### config.mk
export PLATFORM = sky130hd
export DESIGN_NAME = sisc_fetch
export DESIGN_NICKNAME = d
export VERILOG_FILES = /design/src/rtl/sisc_pkg.sv /design/src/rtl/sisc_pc.sv /design/src/rtl/sisc_fetch.sv
export SDC_FILE = /design/constraint.sdc
export NUM_CORES = 1
export LEC_CHECK = 0
export BUFFER_PORTS_ARGS = -buffer_cell sky130_fd_sc_hd__clkbuf_2
export CORE_MARGIN = 5
export CORE_UTILIZATION = 40
export DETAILED_ROUTE_END_ITERATION = 10
export HOLD_SLACK_MARGIN = 0.05
export PLACE_DENSITY = 0.81
export SYNTH_ARGS = -nofsm -noshare
export SYNTH_HDL_FRONTEND = slang
export SYNTH_SLANG_ARGS = --single-unit
### constraint.sdc
create_clock -name clk -period 1.65 [get_ports clk]
set_input_delay 0.0825 -clock clk [delete_from_list [all_inputs] [get_ports clk]]
set_output_delay 0.0825 -clock clk [all_outputs]
set_load 0.05 [all_outputs]
### src/rtl/sisc_pkg.sv
// sisc_pkg: fetch FSM state encoding and instruction width shared by the SISC fetch stage
package sisc_pkg;
  localparam int IW = 32;
  typedef enum logic [1:0] {IDLE, REQ, HOLD, HALT} fetch_state_t;
endpackage

### src/rtl/sisc_pc.sv
// sisc_pc: AW-bit program counter (clk, async active-low rst_f to RST_PC, inc, load wins with load_val, pc out)
module sisc_pc #(
  parameter int AW = 16,
  parameter logic [AW-1:0] RST_PC = '0
) (
  input  logic          clk,
  input  logic          rst_f,
  input  logic          inc,
  input  logic          load,
  input  logic [AW-1:0] load_val,
  output logic [AW-1:0] pc
);
  always_ff @(posedge clk or negedge rst_f)
    if (!rst_f) pc <= RST_PC;
    else pc <= load ? load_val : inc ? pc + AW'(1) : pc;
endmodule

### src/rtl/sisc_fetch.sv
// sisc_fetch: instruction fetch (clk, rst_f; im_addr/im_req/im_ack/im_data memory handshake; ir/ir_valid/ir_take/br_taken/br_addr/halt to control; pc_out, halted, fetch_cnt status)
module sisc_fetch
  import sisc_pkg::*;
#(
  parameter int AW = 16,
  parameter logic [AW-1:0] RST_PC = '0
) (
  input  logic          clk,
  input  logic          rst_f,
  output logic [AW-1:0] im_addr,
  output logic          im_req,
  input  logic          im_ack,
  input  logic [IW-1:0] im_data,
  output logic [IW-1:0] ir,
  output logic          ir_valid,
  input  logic          ir_take,
  input  logic          br_taken,
  input  logic [AW-1:0] br_addr,
  input  logic          halt,
  output logic [AW-1:0] pc_out,
  output logic          halted,
  output logic [31:0]   fetch_cnt
);
  fetch_state_t state, nxt;
  logic acc, take;
  assign acc = state == REQ && im_ack;
  assign take = state == HOLD && ir_take;
  assign im_req = state == REQ;
  assign ir_valid = state == HOLD;
  assign halted = state == HALT;
  assign im_addr = pc_out;
  sisc_pc #(.AW(AW), .RST_PC(RST_PC)) u_pc (
    .clk(clk),
    .rst_f(rst_f),
    .inc(acc),
    .load(take && !halt && br_taken),
    .load_val(br_addr),
    .pc(pc_out)
  );
  always_ff @(posedge clk or negedge rst_f)
    if (!rst_f) state <= IDLE;
    else state <= nxt;
  always_comb begin
    nxt = state;
    nxt = state == IDLE ? REQ :
          state == REQ  ? (im_ack ? HOLD : REQ) :
          state == HOLD ? (ir_take ? (halt ? HALT : REQ) : HOLD) : HALT;
  end
  always_ff @(posedge clk or negedge rst_f)
    if (!rst_f) begin
      ir <= '0;
      fetch_cnt <= '0;
    end else if (acc) begin
      ir <= im_data;
      fetch_cnt <= fetch_cnt + 32'd1;
    end
endmodule

==> results.yml <==
pwr:
  seq_power_share_pct: 36.9
  power_switching_mw: 4.035
  swShare_pct: 50.67
  combPwrFrac_pct: 46.4
  worst_ir_drop_vdd_mv: 1.160
  power_frac_clock_pct: 16.7
  p_int_mw: 3.929
  power_density_mw_per_mm2: 1431
  leakagePower_nw: 2.923
timing:
  post-route-min-period_ns: 1.598
  hold_viol_final: 0
  worst_slew_pin_slew_ns: 0.4403
  layout_setup_ws_ns: 0.05248
  max_freq_mhz: 626.0
  fin_worst_skew_ns: 0.01164
  setup_viol_count_final: 0
  fin_tns_setup_ns: 0
  final-max-slew-violation-count: 0
  slew_headroom_pct: 70.64
  rsz0062_at_grt: "yes"
  holdWs_ns: 0.07815
  min_period_over_period_pct: 96.82
yosys:
  yosysTopAreaCell: "dfrtp_1"
  postSynthCellCount: 383
  syn-num-nets: 439
  synth_flop_cell: "dfrtp_1"
  syn_area_mm2: 0.003767
  synth_commonest_cells: "nand2_1 (130), dfrtp_1 (82), xnor2_1 (27), nand3_1 (17), buf_4 (16)"
  synth_seq_cells: 82
  synth_edf_count: 0
  synth_area_per_cell_um2: 9.836
  synth_cell_types: 39
  yosys_warnings: 0
  synth_top_cells_by_area: "dfrtp_1 (54%), nand2_1 (13%), xnor2_1 (6.3%), xor2_1 (3.3%), buf_4 (3.2%)"
  synth_seq_area_share_pct: 54.47
  synth_top_cell_area_share_pct: 54.47
  synthArstFlopShare_pct: 100.0
  yosys.cell_count.top_type: "nand2_1"
final_layout:
  num_antenna_cells: 0
  final_cells: 718
  post-route-util_pct: 60.50
  area_growth_pct: 47.69
  nets: 658
  drive_gt1_share_pct: 40.86
min_path:
  hold_path_class: "input pin to register"
global_routing:
  grt_usage_pct: 19.40
  antenna_found_initial: 0
  grt_pass1_wl_um: 17680
  grt_max_degree: 83
  grt_pass1_vias: 3594
  grt_overflow: 0
floorplanning:
  start_util_pct: 40.97
  core_mm2: 0.009196
  die_w_um: 107.1
  row_count: 35
  dieHeight_um: 107.1
  num_io_pins: 153
  dieArea_mm2: 0.01146
placed_design:
  globalplace.congestion: 0.7820
  dp_hpwl_um: 7350
  portBuffers: 152
  placed_cells_incl_taps: 647
  dp_slack_ns: -0.01646
routing:
  vias_per_cell: 4.838
  drtIter0Drc: 181
  vias: 3474
  routedWlPerCell_um: 14.98
  antenna_left: 0
  wirelength_um: 10750
  remaining_drc_errors: 0
  first_pass_iters: 5
run_status:
  status: "complete, no violations"
clock_tree:
  cts_root_buf: "clkbuf_8"
  clock_sinks: 82
  tritoncts: "done"
  clock_latency_ns: 0.35
  ctsHtreeMaxLevel: 3
  cts_max_path_buffers: 2
  clkTransAtPathRegs_ns: 0.09
  cts_buffers: 9
setup_path:
  endpoint_kind: "register"
  reg2reg_slack_ns: 0.05
  crit_fanout: 4
  cp.required_ns: 1.88
  reg2reg_to: "fetch_cnt[13]"
  timing.critical_path.to: "fetch_cnt[13]"
  crit_type: "register to register"
  r2r-start: "fetch_cnt[1]"
  cp-start-kind: "register"
  crit_arrival_ns: 1.83
  reg2reg_depth: 6
  startpoint: "fetch_cnt[1]"
run:
  max_cap_viol_count: 0
metal layers:
metal | global-route usage (%) | vias to the layer above | part of all wire, %
met3 | 4.455 | 29 | 5.9
met4 | 8.584 | 0 | 2.8
met5 | 0 | - | 0
li1 | - | 1693 | -
met2 | 33.15 | 121 | 51
met1 | 23.24 | 1631 | 40
metrics by stage:
step	cell area (µm²)	power [mW]
after floorplan	3845	5.667
after global placement	4825	6.481
after detailed placement	4825	6.574
after CTS	5515	8.019
after global routing	5564	8.347
final	5564	7.965
cells by family (layout without fill, tap and decap cells):
group	after synthesis	after routing	synth area share (%)
buf+inv	33	257	5.015
flops	82	82	54.47
simple gates	200	200	26.27
compound gates	25	25	4.052
fa+ha+maj	2	2	0.6641
xor+xnor	41	41	9.532
worst min-delay path by stage:
stage	start	to	slack, ns	cells past startpoint
2_1_floorplan	rst_f	fetch_cnt[0]	-0.21	0
3_3_place_gp	rst_f	fetch_cnt[14]	0.15	2
3_5_place_dp	rst_f	fetch_cnt[13]	0.15	2
4_1_cts	im_ack	state[1]	0.06	3
5_1_grt	im_ack	state[1]	0.09	3
6_report	halt	state[1]	0.08	3
power groups by stage:
stage	clock [mW]	sequential, mW	combinational (mW)
4_1_cts	1.38	2.94	3.70
5_1_grt	1.45	3.01	3.89
6_report	1.33	2.94	3.69
3_5_place_dp	0	2.96	3.62
3_3_place_gp	0	2.93	3.55
2_1_floorplan	0	4.69	0.977
registers in the layout, summed over array words and instances, names as in the netlist:
signal     flops
ir            32
u_pc.pc       16
fetch_cnt     32
state          2
layout make-up:
| class | instances | area [µm²] |
|---|---|---|
| fill | 774 | 3632 |
| sequential | 82 | 2082 |
| multi-input combinational | 268 | 1595 |
| timing repair buffer | 237 | 1555 |
| tap | 111 | 138.9 |
| clock buffer | 10 | 127.6 |
| clock inverter | 6 | 50.05 |
| inverter | 4 | 15.01 |
critical path: stages, from the launching register on:
cell,delay (ns)
dfrtp_2,0.41
nand3_1,0.11
buf_4,0.15
nor4_4,0.34
and2_4,0.21
nand4_1,0.12
xnor2_1,0.14
timing repair:
item / 4_1_cts / 5_1_grt
pin swaps: 5 / 9
gates resized for setup: 2 / 7
endpoints found under the setup margin: 12 / 23
buffers inserted: 1 / 4
hold endpoints to repair: 131 / 0
hold buffers: 50 / 0
layout by cell type, fill, tap and decap left out, types with 4 or more instances in the layout:
master / n
clkbuf_2: 151
nand2_1: 129
dfrtp_1: 58
dlygate4sd3_1: 50
buf_4: 33
xnor2_1: 27
dfrtp_2: 24
nand3_1: 15
xor2_1: 14
nor2_1: 10
clkbuf_8: 9
a21oi_1: 8
nand4_1: 8
o21ai_0: 8
nor3_1: 6
nor4_4: 5
inv_1: 4
Note: power is estimated with default switching activity, not from simulation.
